### config.mk
export PLATFORM = sky130hd
export DESIGN_NAME = divider_iterative_flat
export DESIGN_NICKNAME = d
export VERILOG_FILES = /design/src/rtl/divider_iterative_if.sv /design/src/rtl/divider_iterative.sv /design/src/flat_wrapper.sv
export SDC_FILE = /design/constraint.sdc
export NUM_CORES = 1
export LEC_CHECK = 0
export CAP_MARGIN = 10
export CORE_UTILIZATION = 45
export CTS_CLUSTER_DIAMETER = 60
export DETAILED_ROUTE_END_ITERATION = 12
export DONT_BUFFER_PORTS = 1
export GPL_ROUTABILITY_DRIVEN = 0
export GPL_TIMING_DRIVEN = 0
export PLACE_DENSITY = 0.69
export SETUP_SLACK_MARGIN = 0.4
export SYNTH_ARGS = -nofsm -noshare
export SYNTH_HDL_FRONTEND = slang
export SYNTH_SLANG_ARGS = --single-unit
### constraint.sdc
create_clock -name clk -period 12.6 [get_ports clk]
set_input_delay 1.26 -clock clk [delete_from_list [all_inputs] [get_ports clk]]
set_output_delay 1.26 -clock clk [all_outputs]
set_load 0.005 [all_outputs]
### src/rtl/divider_iterative_if.sv
// Request/result bundle between the EX-stage controller and the iterative divider.
// Handshake: a request is taken on the rising edge where start=1 and busy=0 (the
// unit is idle). busy stays high from the next cycle until the unit is idle again.
// out_valid pulses for exactly one cycle with the result on div_out. div_out then
// holds until the next completion.
interface divider_iterative_if #(
  parameter int DATA_WIDTH = 32
);
  logic                  start;
  logic [DATA_WIDTH-1:0] op1;
  logic [DATA_WIDTH-1:0] op2;
  logic [2:0]            funct3;
  logic                  busy;
  logic                  out_valid;
  logic [DATA_WIDTH-1:0] div_out;

  modport master (
    output start, op1, op2, funct3,
    input  busy, out_valid, div_out
  );

  modport slave (
    input  start, op1, op2, funct3,
    output busy, out_valid, div_out
  );
endinterface

### src/rtl/divider_iterative.sv
// RV32M DIV/DIVU/REM/REMU unit: radix-2 restoring divide, one quotient bit per
// cycle, with a one-cycle fast path for divide-by-zero, signed overflow and non-divide funct3.
module divider_iterative #(
  parameter int DATA_WIDTH = 32
) (
  input  logic                 clk,
  input  logic                 rst,
  divider_iterative_if.slave   bus,
  output logic [1:0]           dbg_state
);
  localparam int W  = DATA_WIDTH;
  localparam int CW = $clog2(DATA_WIDTH);
  localparam logic [W-1:0]  MIN_NEG = {1'b1, {(W-1){1'b0}}};
  localparam logic [W-1:0]  ALL_ONE = {W{1'b1}};
  localparam logic [CW-1:0] LAST    = CW'(DATA_WIDTH - 1);

  typedef enum logic [1:0] {IDLE, CALC, FIX, DONE} state_t;

  state_t        state;
  logic          is_rem;
  logic          is_sgn;
  logic          neg1;
  logic          neg2;
  logic [W-1:0]  dvd;      // dividend in, quotient bits shift in from the bottom
  logic [W-1:0]  dvs;
  logic [W-1:0]  rem;
  logic [CW-1:0] counter;

  logic          req_sgn;
  logic          fast;
  logic [W-1:0]  fast_res;
  logic [W-1:0]  rem_shift;
  logic [W:0]    sub;
  logic          borrow;
  logic [W-1:0]  fix_res;

  assign dbg_state = state;

  always_comb begin
    req_sgn  = bus.funct3[2] & ~bus.funct3[0];
    fast     = 1'b0;
    fast_res = '0;
    if (!bus.funct3[2]) begin
      fast = 1'b1;
    end else if (bus.op2 == '0) begin
      fast     = 1'b1;
      fast_res = bus.funct3[1] ? bus.op1 : ALL_ONE;
    end else if (req_sgn && bus.op1 == MIN_NEG && bus.op2 == ALL_ONE) begin
      fast     = 1'b1;
      fast_res = bus.funct3[1] ? '0 : MIN_NEG;
    end
  end

  // rem[W-1] acts as the 33rd bit of the shifted remainder: when it is set the
  // partial remainder already exceeds any divisor, so there can be no borrow.
  always_comb begin
    rem_shift = {rem[W-2:0], dvd[W-1]};
    sub       = {1'b0, rem_shift} - {1'b0, dvs};
    borrow    = sub[W] & ~rem[W-1];
  end

  always_comb begin
    fix_res = '0;
    if (is_rem) fix_res = (is_sgn && neg1) ? -rem : rem;
    else        fix_res = (is_sgn && (neg1 ^ neg2)) ? -dvd : dvd;
  end

  always_ff @(posedge clk or posedge rst) begin
    if (rst) begin
      state         <= IDLE;
      is_rem        <= 1'b0;
      is_sgn        <= 1'b0;
      neg1          <= 1'b0;
      neg2          <= 1'b0;
      dvd           <= '0;
      dvs           <= '0;
      rem           <= '0;
      counter       <= '0;
      bus.busy      <= 1'b0;
      bus.out_valid <= 1'b0;
      bus.div_out   <= '0;
    end else begin
      case (state)
        IDLE: begin
          bus.out_valid <= 1'b0;
          if (bus.start) begin
            is_rem   <= bus.funct3[1];
            is_sgn   <= req_sgn;
            neg1     <= req_sgn & bus.op1[W-1];
            neg2     <= req_sgn & bus.op2[W-1];
            dvd      <= (req_sgn && bus.op1[W-1]) ? -bus.op1 : bus.op1;
            dvs      <= (req_sgn && bus.op2[W-1]) ? -bus.op2 : bus.op2;
            rem      <= '0;
            counter  <= '0;
            bus.busy <= 1'b1;
            if (fast) begin
              bus.div_out   <= fast_res;
              bus.out_valid <= 1'b1;
              state         <= DONE;
            end else begin
              state <= CALC;
            end
          end
        end
        CALC: begin
          dvd     <= {dvd[W-2:0], ~borrow};
          rem     <= borrow ? rem_shift : sub[W-1:0];
          counter <= counter + 1'b1;
          if (counter == LAST) state <= FIX;
        end
        FIX: begin
          bus.div_out   <= fix_res;
          bus.out_valid <= 1'b1;
          state         <= DONE;
        end
        DONE: begin
          bus.out_valid <= 1'b0;
          bus.busy      <= 1'b0;
          state         <= IDLE;
        end
        default: state <= IDLE;
      endcase
    end
  end
endmodule

### src/flat_wrapper.sv
// flat-port wrapper written by rule: the top's interface ports become plain ports
module divider_iterative_flat 
#(
  parameter int DATA_WIDTH = 32
)
  (clk, rst, dbg_state, bus_start, bus_op1, bus_op2, bus_funct3, bus_busy, bus_out_valid, bus_div_out);
  divider_iterative_if #(.DATA_WIDTH(DATA_WIDTH)) bus_i ();
  input  logic clk;
  input  logic rst;
  output logic [1:0] dbg_state;
  input wire logic [$bits(bus_i.start)-1:0] bus_start;
  input wire logic [$bits(bus_i.op1)-1:0] bus_op1;
  input wire logic [$bits(bus_i.op2)-1:0] bus_op2;
  input wire logic [$bits(bus_i.funct3)-1:0] bus_funct3;
  output wire logic [$bits(bus_i.busy)-1:0] bus_busy;
  output wire logic [$bits(bus_i.out_valid)-1:0] bus_out_valid;
  output wire logic [$bits(bus_i.div_out)-1:0] bus_div_out;
  assign bus_i.start = bus_start;
  assign bus_i.op1 = bus_op1;
  assign bus_i.op2 = bus_op2;
  assign bus_i.funct3 = bus_funct3;
  assign bus_busy = bus_i.busy;
  assign bus_out_valid = bus_i.out_valid;
  assign bus_div_out = bus_i.div_out;
  divider_iterative #(.DATA_WIDTH(DATA_WIDTH)) u_core (.clk(clk), .rst(rst), .bus(bus_i), .dbg_state(dbg_state));
endmodule
==> metrics, run 1 <==
Hold EP=u_core.dvs[4]; share of layout cells above drive strength 1=0.03926; hold_sp=u_core.dvs[4]; Layout area overhead=8.977%; number of H-tree levels=4; crit path DAT=4.31 ns; ANT cells=0; Die ar.=25,600 um2; setup tns final=0 ns; via density per instance=6.066; Final WS setup=8.610 ns; core footprint=24,390 um2; family with the most delay on the worst path=simple AND/OR/NAND/NOR gates; top post-synthesis cells by area=dfrtp_1 31%, o21ai_0 7.7%, nand2_1 5.7%; Distinct cells, synth=76; R2R setup slack=8.78 ns; final setup fails=0; Post-CTS Setup Inserts=0; IO buf count=0; internal power=1.616 mW; Sw Ratio=0.4952; router iterations before antenna repair=6; via count=10,773; HP Class=flop to flop; Hold Path Depth=2; vias in the first global route=approximately 10,000; Worst-Skew Late Latency=0.44 ns; register area share after synthesis=0.3141; post-layout min period=3.990 ns; total chip power=between 3 and 4 mW; switching power=1.586 mW; Post-CTS Hold Buffers=0; FMAX=250.6 MHz; GRT overflow=0; FF+latch count, synth=141; nets@finish=1,555; clock tree sinks=between 100 and 150; most common cell after layout, fill and taps aside=o21ai_0; final-report max-slew violation count=0; maxcap violations=0; Leak=5.266 nW; EDFF count, synth=0; Initial DRC Count=1,231; Hold Vio Cnt, Final=0; Worst VDD drop=136.9 uV; drt total wl=34.53 mm; CTS tree=built; period utilization=0.3167; Clock transition at path regs=approximately 0.060 ns; share of the synthesized area in the top cell type=0.3141; die height=between 150 and 200 um; RSZ-0062 raised after global routing=no; clock share of power=0.155; sequential share of power=0.263; CTS Buffer Depth=2; Post-Synthesis Cells=1,420; CP Class=primary input to flop; Resize count post-CTS=0; initial antenna violation count=0; Root Driver=clkbuf_16; Final ANT Viol Nets=0; Startpoint Class=primary input; Logic pwr share=0.582; TritonCTS Buffers=17; Top FF cell, synth=dfrtp_1; Slew headroom=0.3447; slowest cell delay on critical path=0.77 ns; worst r2r src=u_core.rem[9]; cell taking the most area after synthesis=dfrtp_1; Worst-Margin Slew=0.9754 ns; Worst Path Required=12.92 ns; Total GRT Usage=0.2679; Syn Area/Cell=between 7 and 8 um2; most frequent cells in the layout=172 x o21ai_0, 171 x nand2_1, 141 x dfrtp_1; Bufs and invs on worst path=1; status=complete, no violations; I/O pins=106; fin util=0.5019; number of remaining DRC errors=0; clk_skew=0.01020 ns; Mapped Nets=between 1,500 and 2,000; Cell Area, Synth=11,230 um2; first-pass GRT wire length=54.63 mm; Ys Warns=0; PwrDens=around 260 nW/um2; FP Rows=between 50 and 60; Crit Path Max Fanout=10; largest net degree at the start of global routing=81; cells along the critical path=or4_1, nor3_1, nand4_1, o211ai_2, and2b_1, a21oi_2, clkbuf_1, a21o_1; initial core utilization=0.4606; reg-to-reg endpoint=u_core.rem[14]; crit end category=flop; Synth async-reset ratio=1.000; Max stage delay cell, worst path=nor3_1; pre-CTS WS=8.271 ns; wire length per cell=19.44 um; hpwl dp=about 27 mm; Die W=160.0 um; worst reg2reg path depth=10
routing by layer:
metal / GRT usage / vias up / part of all wire
met5: 0 / - / 0
met4: 0.07706 / 0 / 0.024
met3: 0.06597 / 75 / 0.091
met2: 0.4370 / 478 / 0.46
met1: 0.3508 / 5060 / 0.43
li1: - / 5160 / -
per-stage QoR:
step | cell area [um2] | hold WS, ns | std cells
global route | 12240 | 0.5064 | 1776
CTS | 12240 | 0.4868 | 1776
floorplan | 11230 | 0.4498 | 1420
detailed placement | 11670 | 0.4721 | 1745
finish | 12240 | 0.4773 | 1776
global placement | 11640 | 0.4659 | 1744
cells by family (layout without fill, tap and decap cells):
kind of cell / Yosys count / in the layout / share of synthesized area
simple gates: 458 / 458 / 0.1965
compound gates: 476 / 476 / 0.2589
fa+ha+maj: 45 / 45 / 0.05079
flops: 141 / 141 / 0.3141
buf+inv: 135 / 167 / 0.04655
mux: 31 / 31 / 0.02873
xor+xnor: 134 / 134 / 0.1045
synthesized netlist by cell type (all sizes together), types with 3 or more instances:
cell    count
or4        11
mux2        4
xor2       71
nor3       37
nand2b     12
o21a        8
a21o       34
o41ai       9
ha         44
a21oi     122
dfrtp     141
o31ai      25
o21ai     174
or3        20
nand2     171
nor2b      11
a22o        5
a31oi      23
and2        7
nand3b      5
o21bai      3
o211ai     23
mux2i      27
a211oi      8
clkbuf     69
nor4       15
or3b        3
nor2       97
buf        13
a221o       3
and3       15
nand3      21
nand4      19
inv        53
xnor2      63
a21boi      9
a32oi      11
a22oi       3
final cells by class:
type / count / area [um2]
clock buffers: 21 / 480.5
flip-flops and latches: 141 / 3528
multi-input cells: 1144 / 7183
repair buffers: 1 / 27.53
clock inverters: 10 / 90.09
fillers: 2408 / 12150
well taps: 324 / 405.4
inverters: 53 / 203.9
plain buffers: 82 / 324.1
power groups by stage:
stage                     logic, mW  clock network, mW  registers (mW)
after detailed placement       1.82                  0           0.844
after global routing           2.06              0.516           0.866
after floorplan                1.39                  0           0.779
after CTS                      1.83              0.495           0.837
after global placement         1.78                  0           0.837
final                          1.86              0.495           0.842
worst max path at each step:
stage	slack (ns)	cells after the start	to	from
floorplan	7.56	1	u_core.bus.busy	rst
finish	8.61	8	u_core.bus.div_out[2]	bus_op1[26]
CTS	8.71	8	u_core.bus.div_out[2]	bus_op1[26]
global route	8.46	8	u_core.bus.div_out[20]	bus_op1[26]
global placement	5.95	1	u_core.dvs[29]	rst
detailed placement	8.27	8	u_core.bus.div_out[2]	bus_op1[26]
sequential cells by signal, indices dropped and copies added (netlist names):
name                  count
u_core.rem               32
u_core.bus.div_out       32
u_core.counter            5
u_core.bus.out_valid      1
u_core.is_sgn             1
u_core.dvd               32
u_core.bus.busy           1
u_core.is_rem             1
u_core.neg1               1
u_core.dbg_state          2
u_core.neg2               1
u_core.dvs               32
worst min-delay path: cells and delay by family (launching register included):
kind             cells  cell delay (ns)
AND/OR/NAND/NOR      1             0.05
flip-flops           1             0.34
AO/OA/AOI/OAI        1             0.06
Power figures use the tool's default switching activity.
==> inputs of run 2 (changes only) <==
--- a/config.mk
+++ b/config.mk
@@ -5,6 +5,7 @@
 export SDC_FILE = /design/constraint.sdc
 export NUM_CORES = 1
 export LEC_CHECK = 0
+export ABC_AREA = 1
 export CAP_MARGIN = 10
 export CORE_UTILIZATION = 45
 export CTS_CLUSTER_DIAMETER = 60
==> constraint.sdc (replaced) <==
create_clock -name clk -period 3.7 [get_ports clk]
set_input_delay 0.37 -clock clk [delete_from_list [all_inputs] [get_ports clk]]
set_output_delay 0.37 -clock clk [all_outputs]
set_load 0.005 [all_outputs]
==> run 2 against run 1 <==
Effect of this change:
- setup slack worse by 7.8 ns
- synthesized area up 15%
- combinational power rose to 4.7 times the previous value
- global-route usage is 4.4 points higher
- clock power rose to 3.6 times the previous value
- critical path depth up 8
- via count grew 35%
- sequential power increased to 3.5 times the previous value
- utilization about the same
- sequential share of layout area decreased by 3.7 points
- die area up 15%
==> metrics, run 2 <==
CTS tree=built; TritonCTS Buffers=17; total chip power=13.41 mW; crit end category=flop; Clock transition at path regs=0.07 ns; PwrDens=954.4 nW/um2; Worst-Margin Slew=0.8644 ns; initial core utilization=0.4613; family with the most delay on the worst path=simple AND/OR/NAND/NOR gates; initial antenna violation count=0; clock tree sinks=141; FF+latch count, synth=141; Worst-Skew Late Latency=0.44 ns; via count=14,542; Syn Area/Cell=6.081 um2; Startpoint Class=flop; top-count cell post-synth=nand2_1; Crit Path Max Fanout=10; router iterations before antenna repair=7; post-place instance area=13,460 um2; Die W=171.5 um; EDFF count, synth=0; Hold Vio Cnt, Final=0; Final ANT Viol Nets=0; maxcap violations=0; post-layout min period=~2.9 ns; Worst VDD drop=432.1 uV; largest net degree at the start of global routing=43; Bufs and invs on worst path=3; most common cell after layout, fill and taps aside=nand2_1; Total GRT Usage=0.3120; Slew headroom=0.4238; Synth async-reset ratio=1.000; worst r2r src=u_core.dvd[31]; wire length per cell=17.97 um; hpwl dp=36.98 mm; Resize count post-CTS=0; final setup fails=0; Worst Path Required=4.02 ns; Die ar.=roughly 30,000 um2; Post-Synthesis Cells=between 2,000 and 2,500; Cell Area, Synth=12,920 um2; Leak=7.160 nW; HP Class=primary input to flop; Ys Warns=0; share of the synthesized area in the top cell type=0.2730; Top cell by count, worst path=nand2_1; nets@finish=2,263; top post-synthesis cells by area=dfrtp_1 27%, nand2_1 19%, nand3_1 9.5%; CTS Buffer Depth=2; Initial DRC Count=~1,900; clk_skew=0.01035 ns; final-report max-slew violation count=0; vias in the first global route=13,163; most common library cells after synthesis=664 x nand2_1, 244 x nand3_1, 235 x inv_1; I/O pins=106; first-pass GRT wire length=70.40 mm; Root Driver=clkbuf_16; core footprint=28,010 um2; RSZ-0062 raised after global routing=no; cells along the critical path=inv_1, ha_1, fa_1, inv_1, nand2_1, o21ai_4, nand2_1, nand2_2, nand2_1, nand2_2, nand3_4, nand2_4, buf_6, nand3_1, nand3_1, nand2_1; pre-CTS WS=a little under 0.9 ns; CP Class=flop to flop; Final WS setup=0.8317 ns; cell taking the most area after synthesis=dfrtp_1; final instance area=~14,000 um2; most frequent cells in the layout=664 x nand2_1, 244 x nand3_1, 234 x inv_1; Max stage delay cell, worst path=fa_1; slowest cell delay on critical path=0.41 ns; setup tns final=0 ns; period utilization=0.7752; IO buf count=0; hold_sp=bus_op2[31]; GRT overflow=0; die height=171.5 um; FMAX=348.6 MHz; number of remaining DRC errors=0; Layout area overhead=8.695%; register area share after synthesis=0.2730; status=complete, no violations; via density per instance=5.725; Distinct cells, synth=52; FP Rows=61; Top FF cell, synth=dfrtp_1; crit path DAT=between 3 and 4 ns; share of layout cells above drive strength 1=0.05414; Crit. Startpoint=u_core.dvd[31]; drt total wl=45.64 mm; number of H-tree levels=4; Mapped Nets=2,240
-- run 2: cell types whose count changed after synthesis, moves of 26 or more --
cell      previous run  this run
inv_1               53       235
xnor2_1             63        16
nand3_1             21       244
o21ai_0            172       146
nand2_1            171       664
mux2i_1             27         0
clkbuf_1            68        39
a21o_1              34         3
nor2_1              97       193
xor2_1              71        36
o21ai_1              2        59
-- run 2: cells by family after synthesis --
group                    count (synthesis)  synth area share
AO/OA/AOI/OAI                          356            0.1459
AND/OR/NAND/NOR                       1201            0.3981
adder cells (fa/ha/maj)                 45           0.04415
XOR/XNOR                                52           0.03524
flip-flops                             141            0.2730
buffers and inverters                  330            0.1035
-- run 2: layout make-up --
cell class | count | area [um2]
fillers | 2940 | 13960
multi-input cells | 1654 | 8056
flip-flops and latches | 141 | 3528
inverters | 257 | 970.9
well taps | 378 | 473.0
clock buffers | 19 | 442.9
plain buffers | 73 | 370.4
clock inverters | 13 | 131.4
repair buffers | 4 | 70.07
diodes | 1 | 2.502
-- run 2: power breakdown --
group	switching, mW	internal, mW	total (mW)	leakage, nW
clock	0.797	0.961	1.76	0.277
combinational	5.95	2.77	8.72	5.09
sequential	0.692	2.24	2.93	1.79
-- run 2: routing by layer --
layer,GRT usage,up-vias,part of all wire
met3,0.06098,78,0.11
met5,0,-,0
met4,0.09084,0,0.023
met2,0.4744,759,0.43
met1,0.4444,6734,0.43
li1,-,6971,-
-- run 2: worst register-to-register path, delay by kind of cell, from the launching register on --
family	cells	cell delay (ns)
buffers and inverters	3	0.43
adder cells (fa/ha/maj)	2	0.67
AND/OR/NAND/NOR	10	1.13
AO/OA/AOI/OAI	1	0.20
flip-flops	1	0.34
-- run 2: worst paths after layout --
check                                        endpoint  slack [ns]  cells past startpoint
worst max-delay path                   u_core.rem[21]        0.83                     16
worst min-delay path                   u_core.dvs[31]        0.09                      2
worst max register to register         u_core.rem[21]        0.83                     16
worst min register to register          u_core.dvs[4]        0.49                      2
max in group asynchronous              u_core.rem[29]        2.52                      3
min in group asynchronous       u_core.bus.div_out[5]        0.52                      2
-- run 2: through the flow --
stage	util	hold slack (ns)	instances
floorplan	-	0.4530	2125
global placement	0.4784	0.4675	2503
detailed placement	0.4805	0.3723	2506
CTS	0.5014	0.08886	2539
global route	0.5014	0.09998	2539
finish	0.5015	0.08848	2540
-- run 2: timing repair --
action / CTS / global route
setup buffers: 0 / 0
endpoints found under the hold margin: 24 / 0
hold buffers: 1 / 0
==> inputs of run 3 (changes only) <==
--- a/config.mk
+++ b/config.mk
@@ -13,7 +13,7 @@
 export DONT_BUFFER_PORTS = 1
 export GPL_ROUTABILITY_DRIVEN = 0
 export GPL_TIMING_DRIVEN = 0
-export PLACE_DENSITY = 0.69
+export PLACE_DENSITY = 0.71
 export SETUP_SLACK_MARGIN = 0.4
 export SYNTH_ARGS = -nofsm -noshare
 export SYNTH_HDL_FRONTEND = slang
==> constraint.sdc (replaced) <==
create_clock -name clk -period 2.6 [get_ports clk]
set_input_delay 0.26 -clock clk [delete_from_list [all_inputs] [get_ports clk]]
set_output_delay 0.26 -clock clk [all_outputs]
set_load 0.005 [all_outputs]
==> run 3 against run 2 <==
Effect of this change:
- non-clock buffer count up 26
- final cell count up 1.0%
- critical path depth up 1
- total power up 55%
- setup slack worse by 0.66 ns
- largest power group unchanged
- fmax up 18%
- clock skew up 0.0066 ns
- combinational power up 61%
- clock power up 46%
- global-route usage up 0.18 points
- worst hold slack worse by 0.079 ns
- sequential power up 44%
==> metrics, run 3 (synthesis gave the netlist of run 2 again) <==
Inst Count DP=2,506; R2R setup slack=0.17 ns; TritonCTS Buffers=17; initial antenna violation count=0; Slew headroom=0.4168; vias in the first global route=13,350; clock tree sinks=between 100 and 150; initial core utilization=0.4613; crit end category=flop; wire length per cell=18.03 um; Layout area overhead=14.52%; Worst-Skew Late Latency=0.45 ns; most frequent cells in the layout=650 x nand2_1, 228 x nand3_1, 224 x inv_1; clk_skew=between 0.015 and 0.02 ns; Final Hold Slack=0.009357 ns; FMAX=411.1 MHz; DR WL met2=19.50 mm; most common cell after layout, fill and taps aside=nand2_1; PwrDens=1402 nW/um2; Startpoint Class=flop; via density per instance=between 5 and 6; Root Driver=clkbuf_16; GRT overflow=0; Final ANT Viol Nets=0; RSZ-0062 raised after global routing=yes; crit path DAT=between 2 and 3 ns; final instance area=about 15,000 um2; maxcap violations=0; final-report max-slew violation count=0; Die W=~170 um; router iterations before antenna repair=6; Initial DRC Count=approximately 1,800; Clock transition at path regs=0.07 ns; Total GRT Usage=0.3138; cells along the critical path=ha_4, fa_2, inv_2, nand2_4, o21ai_4, nand2_1, nand2_2, nand2_2, nand2_2, nand3_4, buf_6, clkbuf_16, nand3_2, nand2_2, clkinv_2, nand2_1, nand2_1; DRT met1 WL=between 15 and 20 mm; drt total wl=46.26 mm; Max stage delay cell, worst path=dfrtp_2; Worst Path Required=2.99 ns; die height=171.5 um; Hold Vio Cnt, Final=0; fillers=2,796; number of H-tree levels=4; FP Rows=61; largest net degree at the start of global routing=43; core footprint=~28,000 um2; CTS Buffer Depth=2; Leak=~7.4 nW; register area=3535 um2; first-pass GRT wire length=70.93 mm; hpwl dp=36.62 mm; HP Class=primary input to flop; Die ar.=29,400 um2; nets@finish=2,289; via count=between 10,000 and 15,000; Top cell by count, worst path=nand2_2; status=complete, no violations; CP Class=flop to flop; period utilization=0.9355; Finished Layout Cells=2,566; post-layout min period=2.432 ns; I/O pins=roughly 110; IO buf count=0; Crit Path Max Fanout=5; met3 routed WL=5.497 mm; Worst-Margin Slew=0.8669 ns; final setup fails=0; DR top layer=met4; area of the multi-input gates=8444 um2; CTS tree=built; share of layout cells above drive strength 1=0.1093; post-place instance area=approximately 13,000 um2; Worst VDD drop=about 790 uV; number of remaining DRC errors=0; slowest cell delay on critical path=0.48 ns; fin util=0.5283
## run 3: changes by cell type in the layout (fill, tap and decap cells not counted), moves of 12 or more
cell,previous run,this run
buf_4,5,27
ha_1,44,27
nand3_1,244,228
clkbuf_1,40,25
nand2_1,664,650
nand3_2,1,14
ha_4,0,12
nand2_2,5,17
## run 3: power by group
| part | switching, mW | internal, mW |
|---|---|---|
| Clock | 1.20 | 1.37 |
| Sequential | 1.02 | 3.19 |
| Combinational | 9.06 | 4.91 |
| Total | 11.3 | 9.48 |
## run 3: worst paths after layout
check	start	to	depth (start not counted)
max in group asynchronous	rst	u_core.rem[25]	4
worst max register to register	u_core.dvs[0]	u_core.rem[27]	17
worst min-delay path	bus_op2[30]	u_core.dvs[30]	2
worst max-delay path	u_core.dvs[0]	u_core.rem[27]	17
min in group asynchronous	rst	u_core.bus.div_out[7]	2
worst min register to register	u_core.dvs[4]	u_core.dvs[4]	2
## run 3: layer usage
layer	GRT usage	vias up
li1	-	7039
met1	0.4303	6789
met2	0.4672	808
met3	0.08260	103
met4	0.1219	0
met5	0	-
## run 3: critical path: cells and delay by family (launching register included)
family / cells / cell delay, ns
buf+inv: 4 / 0.46
fa+ha+maj: 2 / 0.54
compound gates: 1 / 0.14
flops: 1 / 0.48
simple gates: 10 / 0.75
## run 3: per-stage QoR
step / TNS [ns] / total power, mW / worst slack (ns)
finish: 0 / 20.75 / 0.1676
floorplan: 0 / 12.73 / 0.4074
detailed placement: -1.156 / 16.16 / -0.1795
global placement: -28.76 / 15.93 / -0.2231
CTS: 0 / 19.58 / 0.1920
global route: 0 / 22.34 / 0.08319
## run 3: area by class of cell
cell class              count  area share
plain buffers              73     0.03018
clock inverters            15     0.01133
inverters                 257     0.06595
flip-flops and latches    141      0.2388
well taps                 378     0.03196
multi-input cells        1654      0.5706
clock buffers              17     0.02875
repair buffers             30     0.02224
diodes                      1   0.0001691
## run 3: timing repair
action / in CTS / in global routing
hold endpoints to repair: 29 / 0
resized for setup: 64 / 83
pin swaps: 7 / 26
endpoints found under the setup margin: 98 / 107
cloned: 1 / 1
buffers inserted: 11 / 12
hold buffers: 2 / 0
